### config.mk
export PLATFORM = sky130hd
export DESIGN_NAME = fc_in_collector_flat
export DESIGN_NICKNAME = d
export VERILOG_FILES = /design/src/rtl/fc_in_collector_if.sv /design/src/rtl/fc_in_collector.sv /design/src/flat_wrapper.sv
export SDC_FILE = /design/constraint.sdc
export NUM_CORES = 2
export LEC_CHECK = 0
export CAP_MARGIN = 20
export CORE_AREA = 2 2 403 405
export CTS_BUF_LIST = sky130_fd_sc_hd__clkbuf_4
export CTS_CLUSTER_DIAMETER = 150
export DETAILED_ROUTE_END_ITERATION = 10
export DIE_AREA = 0 0 405 407
export GPL_ROUTABILITY_DRIVEN = 0
export MAX_ROUTING_LAYER = met4
export PLACE_DENSITY_LB_ADDON = 0.08
export SETUP_SLACK_MARGIN = 0.15
export SYNTH_ARGS = -nofsm -noshare
export SYNTH_HDL_FRONTEND = slang
export SYNTH_SLANG_ARGS = --single-unit
### constraint.sdc
create_clock -name clk_i -period 4.5 [get_ports clk_i]
set_input_delay 0.675 -clock clk_i [delete_from_list [all_inputs] [get_ports clk_i]]
set_output_delay 0.675 -clock clk_i [all_outputs]
set_load 0.1 [all_outputs]
### src/rtl/fc_in_collector_if.sv
// Stream-in / parallel-out bundle between the activation source, the collector and the FC layer.
interface fc_in_collector_if #(
  parameter int WIDTH = 8,
  parameter int IN    = 128
);
  logic             in_valid;
  logic             in_ready;
  logic [WIDTH-1:0] in_data;
  logic             in_last;
  logic             out_valid;
  logic             out_ready;
  logic [WIDTH-1:0] x [0:IN-1];
  logic             frame_err;

  modport master (
    output in_valid, in_data, in_last, out_ready,
    input  in_ready, out_valid, x, frame_err
  );

  modport slave (
    input  in_valid, in_data, in_last, out_ready,
    output in_ready, out_valid, x, frame_err
  );
endinterface

### src/rtl/fc_in_collector.sv
// Packs IN serial activations into a bank and holds it as the FC layer's parallel input until taken.
// One cycle from the final beat to out_valid; in_ready is low for the whole time a frame is held.
module fc_in_collector #(
  parameter int WIDTH = 8,
  parameter int IN    = 128
) (
  input  logic               clk_i,
  input  logic               rst_i,
  fc_in_collector_if.slave   bus
);

  localparam int            CW   = $clog2(IN);
  localparam logic [CW-1:0] LAST = CW'(IN - 1);

  typedef enum logic {
    FILL = 1'b0,
    HOLD = 1'b1
  } state_t;

  state_t           state_q;
  logic [CW-1:0]    cnt_q;
  logic             out_valid_q;
  logic             frame_err_q;
  logic [WIDTH-1:0] x_q [IN];
  logic             accept;

  assign bus.in_ready  = (state_q == FILL);
  assign bus.out_valid = out_valid_q;
  assign bus.frame_err = frame_err_q;
  assign bus.x         = x_q;

  assign accept = bus.in_valid && (state_q == FILL);

  always_ff @(posedge clk_i) begin
    if (rst_i) begin
      state_q     <= FILL;
      cnt_q       <= '0;
      out_valid_q <= 1'b0;
      frame_err_q <= 1'b0;
      for (int i = 0; i < IN; i++) begin
        x_q[i] <= '0;
      end
    end else begin
      frame_err_q <= 1'b0;
      case (state_q)
        FILL: begin
          if (accept) begin
            x_q[cnt_q] <= bus.in_data;
            if (cnt_q == LAST) begin
              // Bank is full regardless of in_last; a missing last is flagged but the frame still goes out.
              cnt_q       <= '0;
              state_q     <= HOLD;
              out_valid_q <= 1'b1;
              frame_err_q <= !bus.in_last;
            end else if (bus.in_last) begin
              // Early end: restart the frame; stale bank entries are overwritten before any presentation.
              cnt_q       <= '0;
              frame_err_q <= 1'b1;
            end else begin
              cnt_q <= cnt_q + CW'(1);
            end
          end
        end
        HOLD: begin
          if (bus.out_ready) begin
            state_q     <= FILL;
            out_valid_q <= 1'b0;
          end
        end
        default: begin
          state_q     <= FILL;
          out_valid_q <= 1'b0;
        end
      endcase
    end
  end

endmodule

### src/flat_wrapper.sv
// flat-port wrapper written by rule: the top's interface ports become plain ports
module fc_in_collector_flat 
#(
  parameter int WIDTH = 8,
  parameter int IN    = 128
)
  (clk_i, rst_i, bus_in_valid, bus_in_data, bus_in_last, bus_out_ready, bus_in_ready, bus_out_valid, bus_x, bus_frame_err);
  fc_in_collector_if #(.WIDTH(WIDTH), .IN(IN)) bus_i ();
  input  logic clk_i;
  input  logic rst_i;
  input wire logic [$bits(bus_i.in_valid)-1:0] bus_in_valid;
  input wire logic [$bits(bus_i.in_data)-1:0] bus_in_data;
  input wire logic [$bits(bus_i.in_last)-1:0] bus_in_last;
  input wire logic [$bits(bus_i.out_ready)-1:0] bus_out_ready;
  output wire logic [$bits(bus_i.in_ready)-1:0] bus_in_ready;
  output wire logic [$bits(bus_i.out_valid)-1:0] bus_out_valid;
  output wire logic [$bits(bus_i.x)-1:0] bus_x;
  output wire logic [$bits(bus_i.frame_err)-1:0] bus_frame_err;
  assign bus_i.in_valid = bus_in_valid;
  assign bus_i.in_data = bus_in_data;
  assign bus_i.in_last = bus_in_last;
  assign bus_i.out_ready = bus_out_ready;
  assign bus_in_ready = bus_i.in_ready;
  assign bus_out_valid = bus_i.out_valid;
  assign bus_x = {>>{bus_i.x}};
  assign bus_frame_err = bus_i.frame_err;
  fc_in_collector #(.WIDTH(WIDTH), .IN(IN)) u_core (.clk_i(clk_i), .rst_i(rst_i), .bus(bus_i));
endmodule
== Word level (Yosys, flattened, before mapping) ==
Index checks and enable logic that the tools add are counted.
Storage, ports and cells
  register bits: 1034
  input bits: 13
  output and inout port bits: 1027
  logic and storage cells: 163
Cells by class
  reductions and logical operators: 6
  bitwise operators: 3
  $add $sub $neg: 1
  mux-type cells: 15
  order comparisons: 2
  equality and inequality tests: 4
Operators by type and width (count)
  bitwise mux 1024 bit: 1
  demux 8 bit (select 7 bit): 1
  two-way mux 7 bit: 2
  greater-or-equal comparator 8 bit (second input constant): 1
  less-than comparator 8 x 1 -> 1 bit (second input constant): 1
  two-way mux 1 bit: 8
  two-way mux 8 bit: 1
  NOT 7 -> 8 bit: 1
  adder 7 x 1 -> 7 bit (second input constant): 1
  equality test 7 bit (second input constant): 1
  != test 2 x 1 -> 1 bit (second input constant): 2
  one-hot mux 1 bit (2 select lines): 2
  AND reduction 3 bit: 1
  OR reduction 3 bit: 1
  logical AND 1 bit: 2
  != test 2 bit (second input constant): 1
  NOT 1 bit: 2
  AND reduction 2 bit: 1
  logical NOT 1 bit: 1

== Longest topological paths before layout ==
  depth in word-level cells: 6
  gate-level depth with buffers: 6
  gate-level depth less buffers: 4

== Least setup slack after synthesis ==
OpenSTA, ideal clock, no wires.
  path kind: input to register
  start point: input bus_in_valid
  end point: register u_core.x_q (netlist bit u_core.bus.x[832])
  path buffers: 3
  path slack: 2.559 ns
  stages: 6
  arrival: 1.806 ns
  data required time: 4.365 ns
  cell sequence: and3b_1 > clkbuf_1 > buf_2 > buf_4 > nand3_1 > mux2i_1
Between the ends
  cells in the longest elaborated chain, start to end: 2
Ends and longest elaborated chain
  start: declaration: RTL line flat_wrapper.sv:11  | input wire logic [$bits(bus_i.in_valid)-1:0] bus_in_valid;
  logical AND 1 bit: RTL line fc_in_collector.sv:32  | assign accept = bus.in_valid && (state_q == FILL);
  AND reduction 2 bit (no source line)
  end signal: indexed assignment: RTL line fc_in_collector.sv:48  | x_q[cnt_q] <= bus.in_data;
  end: declaration: RTL line fc_in_collector.sv:24  | logic [WIDTH-1:0] x_q [IN];
No other way between the ends.
A chain may end at the register's enable or synchronous reset.

== Worst setup path in the final report ==
  start point: register u_core.x_q (netlist bit u_core.bus.x[745])
  end point: output bus_x[745]
RTL lines
  end: declaration: RTL line flat_wrapper.sv:17  | output wire logic [$bits(bus_i.x)-1:0] bus_x;
No word-level cell between the ends.

==> impl_metrics.sql <==
INSERT INTO impl_metrics (metric_group, metric, value, unit) VALUES
('layout', 'most-common-layout-cells', 'sky130_fd_sc_hd__nand2_1, sky130_fd_sc_hd__dfxtp_1, sky130_fd_sc_hd__mux2i_1, sky130_fd_sc_hd__clkdlybuf4s50_1, sky130_fd_sc_hd__clkbuf_4', ''),
('pwr', 'power.total', '19.0', 'mW'),
('worst_setup_path', 'worstPathBufferInverterCount', '1', ''),
('worst_setup_path', 'critical_path_peak_fanout', '2', ''),
('die', 'die_w', '405', 'um'),
('timing', 'timing.slew.headroom', '0.187', ''),
('clock_network', 'clock_tree.buffer_depth', '4', ''),
('die', 'die-height', '407', 'um'),
('grt', 'grtUsageMet1', '0.234', ''),
('yosys', 'number_of_distinct_library_cells_after_synthesis', '37', ''),
('yosys', 'ys_seq_elements', '1034', ''),
('worst_setup_path', 'rrSetupSlack', '1.66', 'ns'),
('grt', 'grt_util_all_layers', '0.207', ''),
('worst_setup_path', 'rr_startpoint', 'u_core.cnt_q[4]', ''),
('yosys', 'netlist_area', '37600', 'um^2'),
('die', 'core_ar', '160000', 'um^2'),
('place', 'total_of_buffers_placed_on_input_and_output_ports', '1039', ''),
('route', 'drcViolationCount', '0', ''),
('min_path', 'timing.hold.worst_endpoint', 'u_core.bus.x[978]', ''),
('worst_setup_path', 'worst_setup_path_type', 'reg -> out', ''),
('status', 'outcome', 'finished, final reports clean', ''),
('yosys', 'syn-instance-count', '3566', ''),
('clock_network', 'cts_buffers', '330', ''),
('grt', 'grt-ovfl-total', '0', ''),
('timing', 'setup_total_negative_slack', '0', 'ns'),
('worst_setup_path', 'worstRegToRegCells', '3', ''),
('yosys', 'post_syn_area_per_cell', '10.6', 'um^2'),
('worst_setup_path', 'arrival', '3.06', 'ns'),
('clock_network', 'cts_post_setup_buffers_inserted', '0', ''),
('worst_setup_path', 'critical_path.startpoint_type', 'register', ''),
('clock_network', 'cts.clk_slew.worst_paths', '0.06', 'ns'),
('layout', 'final_nets', '4764', ''),
('timing', 'fmaxAchievable', '0.268', 'GHz'),
('die', 'placement_rows', '147', ''),
('clock_network', 'post_cts.resized_instances', '0', ''),
('min_path', 'hold_depth', '3', ''),
('min_path', 'timing.hold.worst.start', 'bus_in_data[2]', ''),
('route', 'drt_first_iter_violations', '1507', ''),
('timing', 'report.final.setup_viol', '0', ''),
('layout', 'flow.area_growth_from_synthesis', '45.4', '%'),
('route', 'detail_route.vias_per_cell', '4.25', ''),
('worst_setup_path', 'cp_cell_instances', 'clkdlybuf4s50_1', ''),
('grt', 'grt_pass1_wl', '237000', 'um'),
('pwr', 'maximum_ir_drop_on_the_vdd_rail', '0.000243', 'V'),
('clock_network', 'worst_skew_pair.late_latency', '1.29', 'ns'),
('route', 'tritonroute_pass_1_iters', '5', ''),
('die', 'die_area', '165000', 'um^2'),
('grt', 'grt_antenna_before_repair', '3', ''),
('place', 'detailed_place_hpwl', '117000', 'um'),
('grt', 'gr-usage-met2', '0.334', ''),
('timing', 'slew_violations', '0', ''),
('worst_setup_path', 'cp_top_family', 'buffers and inverters', ''),
('route', 'wl_per_cell', '24.2', 'um'),
('timing', 'tightest_slew', '1.22', 'ns'),
('yosys', 'async_reset_ff_frac', '0', ''),
('clock_network', 'cts.htree.levels', '5', ''),
('yosys', 'synth_sequential_area_ratio', '0.550', ''),
('die', 'start_util', '0.235', ''),
('worst_setup_path', 'worstReg2RegEnd', 'u_core.bus.x[851]', ''),
('grt', 'grt_busiest_layer', 'met2', ''),
('worst_setup_path', 'cp_slowest_stage_delay', '1.25', 'ns'),
('timing', 'worst_clock_skew', '0.0699', 'ns'),
('route', 'routed_wirelength', '172000', 'um'),
('grt', 'grt_max_degree', '163', ''),
('yosys', 'ys_warn_count', '0', ''),
('layout', 'mostFrequentLayoutCell', 'sky130_fd_sc_hd__nand2_1', ''),
('worst_setup_path', 'cp.required', '3.83', 'ns'),
('grt', 'grt_util_met3', '0.0838', ''),
('clock_network', 'clock_tree_from_tritoncts', 'yes', ''),
('timing', 'hold_violations', '0', ''),
('yosys', 'synth_top_flop_cell', 'sky130_fd_sc_hd__dfxtp_1', '');
==> stage by stage <==
stage          cell area (um^2)  hold slack [ns]  instances   util  setup slack (ns)
2_1_floorplan             37600            0.518       3566      -              2.56
4_1_cts                   54700            0.233       7085  0.341             0.547
3_5_place_dp              50900            0.451       6574  0.318              1.07
3_3_place_gp              50800            0.443       6570  0.317              1.11
5_1_grt                   54700            0.239       7095  0.341             0.539
6_report                  54700            0.372       7095  0.341             0.768
==> Yosys cell counts, types with 2 or more instances <==
cell type / instances / area, um^2
sky130_fd_sc_hd__nand3_2: 116 / 1160
sky130_fd_sc_hd__inv_1: 2 / 7.51
sky130_fd_sc_hd__nor4bb_1: 6 / 60.1
sky130_fd_sc_hd__nand3b_1: 3 / 22.5
sky130_fd_sc_hd__nor4b_1: 4 / 35.0
sky130_fd_sc_hd__nor2b_1: 4 / 25.0
sky130_fd_sc_hd__dfxtp_1: 1034 / 20700
sky130_fd_sc_hd__and4b_1: 4 / 40.0
sky130_fd_sc_hd__or3_1: 3 / 18.8
sky130_fd_sc_hd__a21oi_1: 7 / 35.0
sky130_fd_sc_hd__mux2i_1: 1024 / 10200
sky130_fd_sc_hd__clkbuf_1: 236 / 886
sky130_fd_sc_hd__nand3_1: 14 / 70.1
sky130_fd_sc_hd__buf_2: 42 / 210
sky130_fd_sc_hd__and3_1: 2 / 12.5
sky130_fd_sc_hd__o21ai_0: 4 / 20.0
sky130_fd_sc_hd__nor2_1: 3 / 11.3
sky130_fd_sc_hd__nand2_1: 1039 / 3900
==> how the worst max path moves through the flow <==
stage | startpoint | end | slack (ns) | cells after the start
2_1_floorplan | bus_in_valid | u_core.bus.x[832] | 2.56 | 6
3_3_place_gp | bus_in_valid | u_core.bus.x[409] | 1.11 | 5
3_5_place_dp | bus_in_valid | u_core.bus.x[409] | 1.07 | 5
6_report | u_core.bus.x[745] | bus_x[745] | 0.77 | 1
5_1_grt | u_core.state_q | bus_in_ready | 0.54 | 2
4_1_cts | u_core.state_q | bus_in_ready | 0.55 | 2
==> cell type report <==
cell class | instances | area (um^2)
Fill cell | 16500 | 106000
Sequential cell | 1034 | 20700
Multi-Input combinational cell | 2249 | 16000
Timing Repair Buffer | 1132 | 11500
Clock buffer | 459 | 3450
Tap cell | 2160 | 2700
Clock inverter | 48 | 272
Antenna cell | 10 | 25.0
Inverter | 3 | 18.8
==> kinds of logic after synthesis <==
logic type	after synthesis	share of synthesized area
and+or+nand+nor	1208	0.145
DFF	1034	0.550
muxes	1025	0.273
buffers and inverters	283	0.0297
AOI/OAI and AO/OA	13	0.00186
xor gates and xnor gates	2	0.000466
adders and majority gates	1	0.000333
==> where the power goes <==
group / leakage (nW) / switching (mW) / internal [mW] / total (mW)
logic: 15.2 / 0.611 / 0.151 / 0.762
clock network: 2.23 / 4.25 / 4.78 / 9.03
registers: 8.33 / 0.00815 / 9.17 / 9.17
==> timing repair <==
action / in CTS / in global routing
hold buffers: 4 / 0
endpoints found under the setup margin: 0 / 0
hold endpoints to repair: 3 / 0
==> flip-flops by register name, summed over array words and instances (netlist names) <==
name / flops
u_core.bus.x: 1024
u_core.bus.frame_err: 1
u_core.bus.out_valid: 1
u_core.cnt_q: 7
u_core.state_q: 1
==> metal layers <==
layer	wire, um	vias up
li1	-	14400
met1	70300	14400
met2	82100	1066
met3	15000	256
met4	4370	0
met5	0	-
(Power assumes the default switching activity.)
